===== src/rtl/fp_comp_pipe.sv =====
// Two-stage IEEE-754 comparator and minNum/maxNum unit with valid/ready handshake.
// Stage 1 captures the operands and classifies them; stage 2 resolves the relation and result.
module fp_comp_pipe #(
  parameter int EW = 8,
  parameter int MW = 23,
  parameter int W  = EW + MW + 1
) (
  input  logic         clk,
  input  logic         rst,
  input  logic [W-1:0] in1,
  input  logic [W-1:0] in2,
  input  logic [2:0]   op,
  input  logic         act,
  output logic         in_ready,
  input  logic         out_ready,
  output logic         done,
  output logic         flag,
  output logic         less,
  output logic         eq,
  output logic         great,
  output logic         unord,
  output logic [W-1:0] res,
  output logic         inv
);

  localparam logic [2:0] OP_EQ    = 3'd0;
  localparam logic [2:0] OP_LT    = 3'd1;
  localparam logic [2:0] OP_LE    = 3'd2;
  localparam logic [2:0] OP_MIN   = 3'd3;
  localparam logic [2:0] OP_MAX   = 3'd4;
  localparam logic [2:0] OP_UNORD = 3'd5;

  localparam logic [W-1:0] QNAN = {1'b0, {EW{1'b1}}, 1'b1, {(MW-1){1'b0}}};

  function automatic logic is_nan(input logic [W-1:0] x);
    return (&x[W-2:MW]) && (|x[MW-1:0]);
  endfunction

  function automatic logic is_snan(input logic [W-1:0] x);
    return is_nan(x) && !x[MW-1];
  endfunction

  function automatic logic is_zero(input logic [W-1:0] x);
    return ~|x[W-2:0];
  endfunction

  logic         w_stall;
  logic         r_vld_p1, r_vld_p2;
  logic [W-1:0] r_a_p1, r_b_p1;
  logic [2:0]   r_op_p1;
  logic         r_nan_a_p1, r_nan_b_p1, r_snan_a_p1, r_snan_b_p1, r_zero_a_p1, r_zero_b_p1;

  assign w_stall  = r_vld_p2 & ~out_ready;
  assign in_ready = ~w_stall;
  assign done     = r_vld_p2;

  // ---- stage 1: capture and classify ----
  always_ff @(posedge clk) begin
    if (!w_stall && act) begin
      r_a_p1      <= in1;
      r_b_p1      <= in2;
      r_op_p1     <= op;
      r_nan_a_p1  <= is_nan(in1);
      r_nan_b_p1  <= is_nan(in2);
      r_snan_a_p1 <= is_snan(in1);
      r_snan_b_p1 <= is_snan(in2);
      r_zero_a_p1 <= is_zero(in1);
      r_zero_b_p1 <= is_zero(in2);
    end
  end

  always_ff @(posedge clk or posedge rst) begin
    if (rst)           r_vld_p1 <= 1'b0;
    else if (!w_stall) r_vld_p1 <= act;
  end

  // ---- stage 2: relation, predicate, result ----
  logic         w_less, w_eq, w_great, w_unord, w_flag, w_inv;
  logic [W-1:0] w_res;
  logic [W-2:0] w_ka, w_kb;
  logic         w_sa, w_sb;

  assign w_ka = r_a_p1[W-2:0];
  assign w_kb = r_b_p1[W-2:0];
  assign w_sa = r_a_p1[W-1];
  assign w_sb = r_b_p1[W-1];

  always_comb begin
    w_less  = 1'b0;
    w_eq    = 1'b0;
    w_great = 1'b0;
    w_unord = r_nan_a_p1 | r_nan_b_p1;
    if (w_unord) begin
      w_less = 1'b0;
    end else if (r_zero_a_p1 && r_zero_b_p1) begin
      w_eq = 1'b1;
    end else if (w_sa != w_sb) begin
      w_less  = w_sa;
      w_great = w_sb;
    end else if (w_ka == w_kb) begin
      w_eq = 1'b1;
    end else if ((w_ka > w_kb) ^ w_sa) begin
      w_great = 1'b1;
    end else begin
      w_less = 1'b1;
    end
  end

  always_comb begin
    w_flag = 1'b0;
    w_inv  = r_snan_a_p1 | r_snan_b_p1;
    w_res  = '0;
    case (r_op_p1)
      OP_EQ:    w_flag = w_eq;
      OP_LT:    begin w_flag = w_less;         w_inv = w_inv | w_unord; end
      OP_LE:    begin w_flag = w_less | w_eq;  w_inv = w_inv | w_unord; end
      OP_UNORD: w_flag = w_unord;
      OP_MIN, OP_MAX: begin
        if (r_nan_a_p1 && r_nan_b_p1)           w_res = QNAN;
        else if (r_nan_a_p1)                    w_res = r_b_p1;
        else if (r_nan_b_p1)                    w_res = r_a_p1;
        else if (r_zero_a_p1 && r_zero_b_p1)
          // signed zeros: MIN prefers -0, MAX prefers +0
          w_res = (r_op_p1 == OP_MIN) ? (w_sa ? r_a_p1 : r_b_p1) : (w_sa ? r_b_p1 : r_a_p1);
        else if (w_eq)                          w_res = r_a_p1;
        else if (r_op_p1 == OP_MIN)             w_res = w_less  ? r_a_p1 : r_b_p1;
        else                                    w_res = w_great ? r_a_p1 : r_b_p1;
      end
      default:  w_inv = 1'b1;
    endcase
  end

  always_ff @(posedge clk or posedge rst) begin
    if (rst) begin
      r_vld_p2 <= 1'b0;
      flag     <= 1'b0;
      less     <= 1'b0;
      eq       <= 1'b0;
      great    <= 1'b0;
      unord    <= 1'b0;
      inv      <= 1'b0;
      res      <= '0;
    end else if (!w_stall) begin
      r_vld_p2 <= r_vld_p1;
      if (r_vld_p1) begin
        flag  <= w_flag;
        less  <= w_less;
        eq    <= w_eq;
        great <= w_great;
        unord <= w_unord;
        inv   <= w_inv;
        res   <= w_res;
      end
    end
  end

endmodule


===== config.mk =====
export PLATFORM = sky130hd
export DESIGN_NAME = fp_comp_pipe
export DESIGN_NICKNAME = d
export VERILOG_FILES = /design/src/rtl/fp_comp_pipe.sv
export SDC_FILE = /design/constraint.sdc
export NUM_CORES = 1
export LEC_CHECK = 0
export CAP_MARGIN = 20
export CORE_ASPECT_RATIO = 0.9
export CORE_MARGIN = 2
export CORE_UTILIZATION = 45
export DETAILED_ROUTE_END_ITERATION = 8
export PLACE_DENSITY = 0.7
export SYNTH_ARGS = -nofsm -noshare
export SYNTH_HDL_FRONTEND = slang
export SYNTH_SLANG_ARGS = --single-unit
export TNS_END_PERCENT = 1

===== constraint.sdc =====
create_clock -name clk -period 6.9 [get_ports clk]
set_clock_uncertainty 0.1 [all_clocks]
set_input_delay 1.38 -clock clk [delete_from_list [all_inputs] [get_ports clk]]
set_output_delay 1.38 -clock clk [all_outputs]
set_load 0.05 [all_outputs]

-- Yosys cells after proc, flatten, opt, wreduce, memory -nomap -nowiden
Cells that the tools add are included.
- bits in registers: 113
- output and inout port bits: 40
- logic and storage cells: 85
- order comparisons: 1
- equality and inequality tests: 7
- muxes and demuxes: 28
- bitwise logic cells: 8
- reductions and logical operators: 23
- operators with widths (kind ; count):
    $mux W32 ; 12
    $reduce_or A31 Y1 ; 2
    $reduce_or A23 Y1 ; 2
    $eq A31 B31 Y1 ; 1
    $gt A31 B31 Y1 ; 1
    $reduce_and A8 Y1 ; 2
    $mux W1 ; 14
    $logic_and A1 B1 Y1 ; 7
    $eq A3 B2 Y1 const B ; 2
    $eq A3 B3 Y1 const B ; 2
    $logic_not A1 Y1 ; 5
    $or A1 B1 Y1 ; 4
    $pmux W1 S4 ; 1
    $reduce_or A2 Y1 ; 2
    $reduce_or A4 Y1 ; 1
    $eq A3 B1 Y1 const B ; 1
    $logic_not A3 Y1 ; 1
    $not A1 Y1 ; 2
    $pmux W1 S2 ; 1
    $reduce_and A2 Y1 ; 1
    $and A1 B1 Y1 ; 1
    $ne A1 B1 Y1 ; 1
    $xor A1 B1 Y1 ; 1

-- Logic depth before layout (Yosys ltp)
- depth in word-level cells: 15
- depth in mapped cells: 12
- gate-level depth less buffers: 11

-- Worst setup path after synthesis
No wires, ideal clock.
- kind: input port to flip-flop
- start point: input port out_ready
- end point: register r_a_p1[0], enable pin
- setup time: 0.439 ns
- data arrival time: 3.691 ns
- setup slack: 2.670 ns
- stages: 2
- cell sequence: nand2b_1 and2_1
- cells in the longest elaborated chain, start to end: 4
- RTL lines (what ; RTL line ; RTL):
    start, declared ; 15 ; input logic out_ready,
    $not A1 Y1 ; 53 ; assign w_stall = r_vld_p2 & ~out_ready;
    $and A1 B1 Y1 ; 53 ;
    $logic_not A1 Y1 ; -- ;
    $logic_and A1 B1 Y1 ; 59 ; if (!w_stall && act) begin
    end signal, assigned ; 60 ; r_a_p1 <= in1;
    end, declared ; 49 ; logic [W-1:0] r_a_p1, r_b_p1;
Every way passes these cells.
A chain may end at the register's enable or synchronous reset.

-- Final worst setup path
- start point: input port out_ready
- end point: register res[23]
- cells in the longest elaborated chain, start to end: 4
- RTL lines (what ; RTL line ; RTL):
    $not A1 Y1 ; 53 ;
    $and A1 B1 Y1 ; 53 ;
    $not A1 Y1 (no source line) ; -- ;
    $reduce_and A2 Y1 (no source line) ; -- ;
    end signal, assigned ; 152 ; res <= w_res;
    end, declared ; 22 ; output logic [W-1:0] res,
Every way passes these cells.

==> flow_summary.yaml <==
synthesis:
  leading_cell_type_by_number_of_instances_after_synthesis: "sky130_fd_sc_hd__edfxtp_1"
  netlist-cell-type-count: 61
  synth_top_area_frac: 0.339
  most_frequent_cells_after_synthesis: "sky130_fd_sc_hd__edfxtp_1 (73), sky130_fd_sc_hd__nor2_1 (51), sky130_fd_sc_hd__a21oi_1 (49)"
  post_synth_main_area_contributors: "sky130_fd_sc_hd__edfxtp_1 (34%), sky130_fd_sc_hd__dfrtp_1 (15%), sky130_fd_sc_hd__ha_1 (6.4%)"
  asyncSetResetFlopFracSynth: 0.354
  synth_top_flop_cell: "sky130_fd_sc_hd__edfxtp_1"
  synth_seq_cells: 113
  post_synth.cell_area_avg_um2: 10.9
  post_synth_inst_count: 591
  syn-cell-area_mm2: 0.00647
  synth-edff-count: 73
  syn-num-nets: 695
  yosys_warnings: 0
  post-synth-top-area-cell: "sky130_fd_sc_hd__edfxtp_1"
  synth_seq_area_share: 0.494
critical_path:
  critical_path.slowest_cell: "sky130_fd_sc_hd__nor2b_1"
  timing.critical_path.slowest_cell_delay_ns: 0.69
  end_kind: "flip-flop"
  critical_path_peak_fanout: 61
  worstSetupPathType: "primary input to flip-flop"
  worstPathArrival_ns: 4.66
  cp_cell_sequence: "clkdlybuf4s50_1 -> nand2b_1 -> nand2_2 -> buf_4 -> a21oi_2 -> nor2b_1 -> nand2_1 -> o31ai_2"
  launching_point_of_the_worst_reg2reg_path: "r_b_p1[30]"
  required_ns: 7.13
  startpoint_type: "primary input"
  critical_path.startpoint: "out_ready"
grt:
  gr-total-overflow: 0
  gr-usage-all-layers: 0.243
  grt_first_pass_wirelength_mm: 28.6
  vias_in_the_first_global_route: 5397
  grt_start_max_net_pins: 62
  grt_antenna_before_repair: 0
route:
  num_vias: 5530
  top_layer_used_by_detailed_routing: "met4"
  dr.first_iter.drc_count: 703
  wl_met3_mm: 1.39
  m1WireLength_mm: 7.64
  wl_met2_mm: 8.99
  drt-vias-per-instance: 6.14
  drc: 0
  drt.antenna.violating_nets: 0
  detail_route.wl_per_cell_um: 20.3
  finalWirelength_mm: 18.3
  detail_route.first_pass.iterations: 6
power:
  total_leakage_power_uw: 0.00325
  sw_frac_of_total: 0.298
  power.density_mw_per_mm2: 279
  power.sequential.fraction: 0.365
  irDropWorstVdd_mv: 0.190
  finalPower_uw: 2330
  clockPowerShare: 0.410
  p_comb_frac: 0.225
  power.internal_uw: 1630
  total_switching_power_uw: 695
layout:
  antennaDiodeCount: 0
  post_route_cells_drive_above_1_share: 0.112
  nNetsFinal: 798
  syn_to_layout_area_delta_pct: 29.2
  area_taken_by_multi_input_logic_gates_mm2: 0.00299
  seqCellArea_mm2: 0.00319
  layout.filler_cells: 1189
placement:
  placement.io_buffers: 110
  dpl.hpwl_mm: 12.6
  globalplace.congestion: 0.889
sta:
  tightestPinTransition_ns: 0.940
  totalNegativeSetupSlack_ns: 0
  achievable-frequency_mhz: 226
  timing.max_slew.rel_slack: 0.373
  hold_viol_final: 0
  timing.final.crit_share: 0.642
  grt_setup_unrepaired: "no"
  setup_viol_count_final: 0
  layout_min_cycle_time_ns: 4.43
  report.final.slew_viol_count: 0
min_path:
  min-delay-path-class: "flip-flop to flip-flop"
  hold_path_startpoint: "flag"
outcome:
  status: "complete, no violations"
run:
  cap_violations: 0
clock_tree:
  post_cts.resized_instances: 0
  worst_setup_hold_path_clk_slew_ns: 0.06
  cts_post_setup_buffers_inserted: 0
  clock_path_buffers: 2
  cts_tree: "done"
  ctsHoldBuffers: 0
  clock-root-buffer: "sky130_fd_sc_hd__clkbuf_16"
  cts_htree_levels: 4
  clock_sinks: 113
  cts_inserted_buffers: 17
  clkLatencyLatePin_ns: 0.42
floorplanning:
  design.portCount: 111
  fp.dieH_um: 118
  initial_core_utilization: 0.460
  floorplan.die_area_mm2: 0.0154
  floorplan.die.width_um: 130
  core_mm2: 0.0141
  core.rowCount: 41
[placed cells by master (no fill, tap or decap), drive strengths merged, types with 13 or more instances in the layout]
master         count
a21oi             52
a22o              30
a221o             21
nor2              51
clkdlybuf4s50    110
nand2             28
clkbuf            21
o21ai             15
ha                33
a21boi            21
a222oi            21
nand4             13
inv               40
nor4              18
edfxtp            73
dfrtp             40
[critical path, delay by kind of cell]
| kind | cells | cell delay [ns] |
|---|---|---|
| and+or+nand+nor | 4 | 1.48 |
| buffers and inverters | 2 | 0.77 |
| AOI/OAI and AO/OA | 2 | 1.00 |
[kinds of logic after synthesis]
family,count (synthesis),share of synthesized area
AO/OA/AOI/OAI,216,0.269
XOR/XNOR,2,0.00271
buffers and inverters,74,0.0462
flip-flops,113,0.494
AND/OR/NAND/NOR,151,0.121
multiplexers,2,0.00329
adder cells (fa/ha/maj),33,0.0638
[power by group through the flow]
stage                     registers, uW  clock network [uW]  logic, uW
after detailed placement            861                   0        521
after global placement              859                   0        509
final                               851                 955        524
after CTS                           849                 962        523
after floorplan                     959                   0        235
after global routing                858                 990        561
[area by class of cell]
class,instances,share of cell area
clock buffers,21,0.0527
well taps,193,0.0289
inverters,40,0.0180
repair buffers,118,0.139
multi-input cells,404,0.357
clock inverters,11,0.0225
flip-flops and latches,113,0.382
[layer usage]
metal,vias to the layer above,track usage
met5,-,0
met4,0,0.0625
met3,28,0.0655
met2,255,0.400
met1,2703,0.320
li1,2544,-
[flip-flops by register name, indices dropped and copies added, names as in the netlist]
register	cells
flag	1
r_nan_b_p1	1
unord	1
r_vld_p1	1
eq	1
r_b_p1	32
r_nan_a_p1	1
r_snan_b_p1	1
inv	1
r_zero_a_p1	1
r_a_p1	32
less	1
r_op_p1	3
r_zero_b_p1	1
res	32
done	1
great	1
r_snan_a_p1	1
[worst paths after layout]
check / endpoint / slack, ns / cells past startpoint
max in group asynchronous: eq / 5.00 / 3
min: flag / 0.40 / 1
min in group asynchronous: res[2] / 1.31 / 3
max reg2reg: res[18] / 3.33 / 11
min reg2reg: flag / 0.40 / 1
max: res[23] / 2.47 / 8
[through the flow]
step	utilization	cell area, um2	cells	worst slack (ns)	hold WS (ns)
4_1_cts	0.594	8350	899	2.52	0.407
5_1_grt	0.595	8360	900	2.17	0.421
3_3_place_gp	0.549	7720	867	2.21	0.384
3_5_place_dp	0.549	7720	867	2.09	0.381
6_report	0.595	8360	900	2.47	0.399
2_1_floorplan	-	6470	591	2.67	0.367
Note: power is estimated with default switching activity, not from simulation.
